## config.mk

```make
export PLATFORM = sky130hd
export DESIGN_NAME = if_fetch_stage
export DESIGN_NICKNAME = d
export VERILOG_FILES = /design/src/rtl/fetch_pkg.sv /design/src/rtl/fetch_fifo.sv /design/src/rtl/if_fetch_stage.sv
export SDC_FILE = /design/constraint.sdc
export NUM_CORES = 1
export LEC_CHECK = 0
export CAP_MARGIN = 30
export CORE_UTILIZATION = 40
export CTS_BUF_LIST = sky130_fd_sc_hd__clkbuf_8 sky130_fd_sc_hd__clkbuf_16
export DETAILED_ROUTE_END_ITERATION = 16
export PLACE_DENSITY_LB_ADDON = 0.2
export SYNTH_ARGS = -nofsm -noshare
export SYNTH_HDL_FRONTEND = slang
export SYNTH_SLANG_ARGS = --single-unit
```

## constraint.sdc

```tcl
create_clock -name clk -period 5.1 [get_ports clk]
set_input_delay 0.765 -clock clk [delete_from_list [all_inputs] [get_ports clk]]
set_output_delay 0.765 -clock clk [all_outputs]
set_load 0.02 [all_outputs]
```

## src/rtl/fetch_pkg.sv

```systemverilog
// Shared types and constants for the instruction fetch stage.
package fetch_pkg;

  localparam logic [31:0] NOP_INSTR_DEFAULT = 32'h00000013;

  typedef struct packed {
    logic [31:0] pc;
    logic [31:0] instr;
  } fetch_entry_t;

  // Counters must be able to hold the value DEPTH itself, not just DEPTH-1.
  function automatic int cnt_w(input int depth);
    return $clog2(depth) + 1;
  endfunction

endpackage

```

## src/rtl/fetch_fifo.sv

```systemverilog
// Small circular FIFO with occupancy count and optional synchronous flush.
module fetch_fifo
  import fetch_pkg::*;
#(
  parameter int WIDTH = 32,
  parameter int DEPTH = 2
) (
  input  logic                        clk,
  input  logic                        reset,
  input  logic                        push,
  input  logic [WIDTH-1:0]            push_data,
  input  logic                        pop,
  input  logic                        flush,
  output logic [WIDTH-1:0]            pop_data,
  output logic [cnt_w(DEPTH)-1:0]     count,
  output logic                        full,
  output logic                        empty
);

  localparam int CNT_W = cnt_w(DEPTH);
  localparam int PTR_W = $clog2(DEPTH);

  logic [WIDTH-1:0] r_mem [DEPTH];
  logic [PTR_W-1:0] r_wr_ptr;
  logic [PTR_W-1:0] r_rd_ptr;
  logic [CNT_W-1:0] r_count;

  always_ff @(posedge clk or negedge reset) begin
    if (!reset) begin
      r_wr_ptr <= '0;
      r_rd_ptr <= '0;
      r_count  <= '0;
    end else if (flush) begin
      r_wr_ptr <= '0;
      r_rd_ptr <= '0;
      r_count  <= '0;
    end else begin
      if (push) r_wr_ptr <= r_wr_ptr + 1'b1;
      if (pop)  r_rd_ptr <= r_rd_ptr + 1'b1;
      r_count <= r_count + CNT_W'(push) - CNT_W'(pop);
    end
  end

  // Storage carries no reset; only the pointers decide what is valid.
  always_ff @(posedge clk) begin
    if (push && !flush) r_mem[r_wr_ptr] <= push_data;
  end

  assign pop_data = r_mem[r_rd_ptr];
  assign count    = r_count;
  assign full     = (r_count == CNT_W'(DEPTH));
  assign empty    = (r_count == '0);

  a_no_overflow:  assert property (@(posedge clk) disable iff (!reset) !(push && full && !pop && !flush));
  a_no_underflow: assert property (@(posedge clk) disable iff (!reset) !(pop && empty && !flush));

endmodule

```

## src/rtl/if_fetch_stage.sv

```systemverilog
// Fetch stage: credit-limited imem requests, in-order response buffering,
// redirect handling with a drop counter for stale in-flight responses.
module if_fetch_stage
  import fetch_pkg::*;
#(
  parameter int          DEPTH     = 2,
  parameter logic [31:0] NOP_INSTR = NOP_INSTR_DEFAULT
) (
  input  logic        clk,
  input  logic        reset,
  input  logic [31:0] PC,
  output logic        pc_en,
  output logic        imem_req_valid,
  input  logic        imem_req_ready,
  output logic [31:0] imem_req_addr,
  input  logic        imem_rsp_valid,
  input  logic [31:0] imem_rsp_data,
  input  logic        stallD,
  input  logic        flushD,
  output logic [31:0] InstrD,
  output logic [31:0] PCD,
  output logic [31:0] PCPlus4D,
  output logic        validD
);

  localparam int CNT_W = cnt_w(DEPTH);
  localparam int ENT_W = $bits(fetch_entry_t);

  logic [CNT_W-1:0] r_inflight;
  logic [CNT_W-1:0] r_drop_cnt;
  logic [31:0]      r_pcd_hold;

  logic             w_credit;
  logic             w_fire;
  logic [31:0]      w_pend_pc;
  logic [CNT_W-1:0] w_pend_cnt;
  logic             w_pend_full;
  logic             w_pend_empty;
  logic             w_q_push;
  logic             w_q_pop;
  fetch_entry_t     w_q_in;
  logic [ENT_W-1:0] w_q_dout;
  fetch_entry_t     w_q_head;
  logic [CNT_W-1:0] w_q_cnt;
  logic             w_q_full;
  logic             w_q_empty;

  assign w_credit       = ({1'b0, r_inflight} + {1'b0, w_q_cnt}) < (CNT_W+1)'(DEPTH);
  assign imem_req_valid = w_credit & ~flushD & reset;
  assign imem_req_addr  = PC;
  assign w_fire         = imem_req_valid & imem_req_ready;
  assign pc_en          = (w_fire | flushD) & reset;

  // Responses owed to requests issued before a redirect are swallowed here.
  assign w_q_push = imem_rsp_valid & (r_drop_cnt == '0) & ~flushD;
  assign w_q_pop  = validD & ~stallD & ~flushD;
  assign w_q_in   = '{pc: w_pend_pc, instr: imem_rsp_data};
  assign w_q_head = fetch_entry_t'(w_q_dout);

  always_ff @(posedge clk or negedge reset) begin
    if (!reset) begin
      r_inflight <= '0;
      r_drop_cnt <= '0;
    end else begin
      r_inflight <= r_inflight + CNT_W'(w_fire) - CNT_W'(imem_rsp_valid);
      if (flushD)
        r_drop_cnt <= r_inflight - CNT_W'(imem_rsp_valid) + CNT_W'(w_fire);
      else if (imem_rsp_valid && (r_drop_cnt != '0))
        r_drop_cnt <= r_drop_cnt - 1'b1;
    end
  end

  always_ff @(posedge clk or negedge reset) begin
    if (!reset)          r_pcd_hold <= '0;
    else if (!w_q_empty) r_pcd_hold <= w_q_head.pc;
  end

  fetch_fifo #(.WIDTH(32), .DEPTH(DEPTH)) u_pend_fifo (
    .clk       (clk),
    .reset     (reset),
    .push      (w_fire),
    .push_data (PC),
    .pop       (imem_rsp_valid),
    .flush     (1'b0),
    .pop_data  (w_pend_pc),
    .count     (w_pend_cnt),
    .full      (w_pend_full),
    .empty     (w_pend_empty)
  );

  fetch_fifo #(.WIDTH(ENT_W), .DEPTH(DEPTH)) u_instr_q (
    .clk       (clk),
    .reset     (reset),
    .push      (w_q_push),
    .push_data (w_q_in),
    .pop       (w_q_pop),
    .flush     (flushD),
    .pop_data  (w_q_dout),
    .count     (w_q_cnt),
    .full      (w_q_full),
    .empty     (w_q_empty)
  );

  assign validD   = ~w_q_empty;
  assign InstrD   = w_q_empty ? NOP_INSTR : w_q_head.instr;
  assign PCD      = w_q_empty ? r_pcd_hold : w_q_head.pc;
  assign PCPlus4D = PCD + 32'd4;

  a_rsp_has_req:  assert property (@(posedge clk) disable iff (!reset) imem_rsp_valid |-> (r_inflight != '0 && !w_pend_empty));
  a_pend_match:   assert property (@(posedge clk) disable iff (!reset) w_pend_cnt == r_inflight);
  a_pend_no_ovf:  assert property (@(posedge clk) disable iff (!reset) !(w_fire && w_pend_full));
  a_queue_no_ovf: assert property (@(posedge clk) disable iff (!reset) !(w_q_push && w_q_full && !w_q_pop));

endmodule
```

==> results.cfg <==
[worst_setup_path]
required_ns = 4.34
slowest_stage = dfrtp_4
cp_common_cell = buf_4
cp-start-kind = flip-flop
crit_fanout = 38
cpPeakStageDelay_ns = 0.76
path_cells = buf_4 > mux2i_1 > o21ai_0 > buf_4 > nand4_1 > nor4_2 > xor2_1 > clkdlybuf4s50_1
path_class = flip-flop to output port
critPathCaptureType = output port
arrival_ns = 3.80

[detailed_routing]
via_count = 5519
first_pass_iters = 5
ant_nets = 0
drc = 0
wl_per_cell_um = 18.7
drt-total-wl_um = 21200
first_iter_violations = 288
viasPerCell = 4.87

[power]
power_frac_comb = 0.420
ir_drop_v = 0.000534
leakagePower_nw = 4.36
switching_share = 0.352
p_sw_mw = 2.59
pwr_density_cell_nw_per_um2 = 584
p_int_mw = 4.76
pwr-share-seq = 0.350
clockPowerShare = 0.231
power_mw = 7.36

[timing]
fin_crit_sh = 0.894
max_freq_mhz = 219
timing.final.hold_violations = 0
slew_viol_final = 0
setup_tns_ns = 0
setup_viol = 0
slew_headroom = 0.417
tightest_slew_ns = 0.874
fin_ws_ns = 0.539
fin_skew_ns = 0.0102
period_needed_ns = 4.56
rsz0062_at_grt = no
holdWs_ns = 0.370

[clock_network]
postCtsSetupBuffers = 0
cts.sinks = 234
cts-resized-gates = 0
clockBufferDepth = 3
insertion_delay_ns = 0.51
cts_hold_buf = 0
numCtsBuffers = 24
cts-root-buf = clkbuf_16
path_clk_slew_ns = 0.06
htree_levels = 1
tritoncts = yes

[layout]
design_area_um2 = 12600
final_common_cell = clkdlybuf4s50_1
most-common-layout-cells = clkdlybuf4s50_1 (199), edfxtp_1 (192), mux2i_1 (64)
fill_cells = 1956
multi_input_area_um2 = 2400
seq_area_um2 = 6820
finish.utilization = 0.533
layout-drive-gt1-share = 0.134
antenna_cells = 0
layout.cells.non_filler = 1133
area_delta_synth_final_pct = 30.0
nets = 873

[placed_design]
numPortBuffers = 200
placed_area_um2 = 11800
dp_slack_ns = 1.03
dp_hpwl_um = 14000
dp.cells = 1089
gp_congestion = 0.813

[synth]
yosys_most_used_dff = edfxtp_1
syn_avg_cell_area_um2 = 15.7
synth_edf_count = 192
seq_area_frac_synth = 0.703
ys_ff_latch = 234
synth_fp_nets = 695
syn_inst = 618
ys_warn_count = 0
ys_async_sr_fraction = 0.179
yosysUniqueCellTypes = 47
netlist_area_um2 = 9690

[floorplan]
design.die.area_um2 = 24900
die_y_um = 158
io_pins = 201
core_area_um2 = 23600
die_w_um = 158
initial_core_util = 0.410
num_rows = 56

[outcome]
status = finished clean

[global_route]
grt_pass1_wl_um = 31700
grt_usage = 0.170
grt_max_degree = 49
grt-ovfl-total = 0
antenna_found_initial = 0
grt_pass1_vias = 5645

[worst_hold_path]
hold_class = input pin to async pin

[run]
drv_cap = 0
==> per-layer routing <==
| metal | up-vias | share of wire | GRT usage |
|---|---|---|---|
| met5 | - | 0 | 0 |
| met4 | 0 | 0.019 | 0.0509 |
| met3 | 29 | 0.079 | 0.0381 |
| met2 | 215 | 0.46 | 0.275 |
| met1 | 2693 | 0.44 | 0.230 |
| li1 | 2582 | - | - |
==> state kept, by name, indices dropped and copies added (netlist names) <==
signal and cells:
u_pend_fifo.r_wr_ptr 1, u_instr_q.r_rd_ptr 1, u_instr_q.r_wr_ptr 1, r_inflight 2, u_instr_q.count 2, u_instr_q.r_mem 128, r_drop_cnt 2, r_pcd_hold 32
u_pend_fifo.r_rd_ptr 1, u_pend_fifo.r_mem 64
==> cell type report <==
type	instances	share of cell area
clock buffers	28	0.0529
inverters	24	0.00735
well taps	319	0.0317
multi-input cells	302	0.191
clock inverters	16	0.00904
repair buffers	210	0.166
flip-flops and latches	234	0.542
==> cells in the mapped netlist (2+ instances only) <==
cell / number / share of area
o21ai_1: 2 / 0.0010
nor2_1: 43 / 0.017
nor4_2: 4 / 0.0052
mux2_2: 40 / 0.046
nand4_1: 6 / 0.0039
buf_2: 3 / 0.0015
a21oi_2: 4 / 0.0036
ha_1: 6 / 0.0077
inv_1: 22 / 0.0085
edfxtp_1: 192 / 0.59
a21oi_1: 6 / 0.0031
nor2b_1: 2 / 0.0013
buf_4: 36 / 0.028
xnor2_1: 26 / 0.023
clkbuf_1: 9 / 0.0035
a21o_1: 6 / 0.0046
o21ai_0: 10 / 0.0052
buf_1: 4 / 0.0015
nand2b_1: 2 / 0.0013
dfrtp_1: 42 / 0.11
buf_6: 6 / 0.0070
nand2_1: 25 / 0.0097
nor3_1: 26 / 0.013
mux2i_1: 64 / 0.066
xor2_1: 10 / 0.0090
==> critical path, delay by kind of cell, from the launching register on <==
kind	cells	cell delay, ns
XOR/XNOR	1	0.19
multiplexers	1	0.17
AO/OA/AOI/OAI	1	0.18
AND/OR/NAND/NOR	2	0.48
buffers and inverters	3	1.45
flip-flops	1	0.76
==> final timing paths <==
path	start	end	slack, ns	cells past startpoint
min in group clk	r_inflight[0]	r_inflight[0]	0.53	1
setup / recovery	u_instr_q.r_rd_ptr	PCPlus4D[31]	0.54	8
setup reg to reg	u_instr_q.count[0]	u_pend_fifo.r_mem[0][21]	1.64	7
hold reg to reg	r_inflight[0]	r_inflight[0]	0.53	1
max in group asynchronous	reset	u_instr_q.r_rd_ptr	4.27	2
hold / removal	reset	u_pend_fifo.r_rd_ptr	0.37	2
==> power groups by stage <==
stage / sequential [mW] / clock [mW] / combinational (mW)
floorplan: 2.51 / 0 / 1.86
global placement: 2.60 / 0 / 3.06
detailed placement: 2.62 / 0 / 3.09
CTS: 2.58 / 1.75 / 3.11
global route: 2.60 / 1.82 / 3.29
finish: 2.57 / 1.70 / 3.09
==> logic make-up after synthesis <==
family,after synthesis,synth area share
muxes,104,0.113
xor gates and xnor gates,36,0.0325
DFF,234,0.703
buffers and inverters,82,0.0510
and+or+nand+nor,125,0.0709
adders and majority gates,7,0.00981
AOI/OAI and AO/OA,30,0.0199
Note: power is estimated with default switching activity, not from simulation.
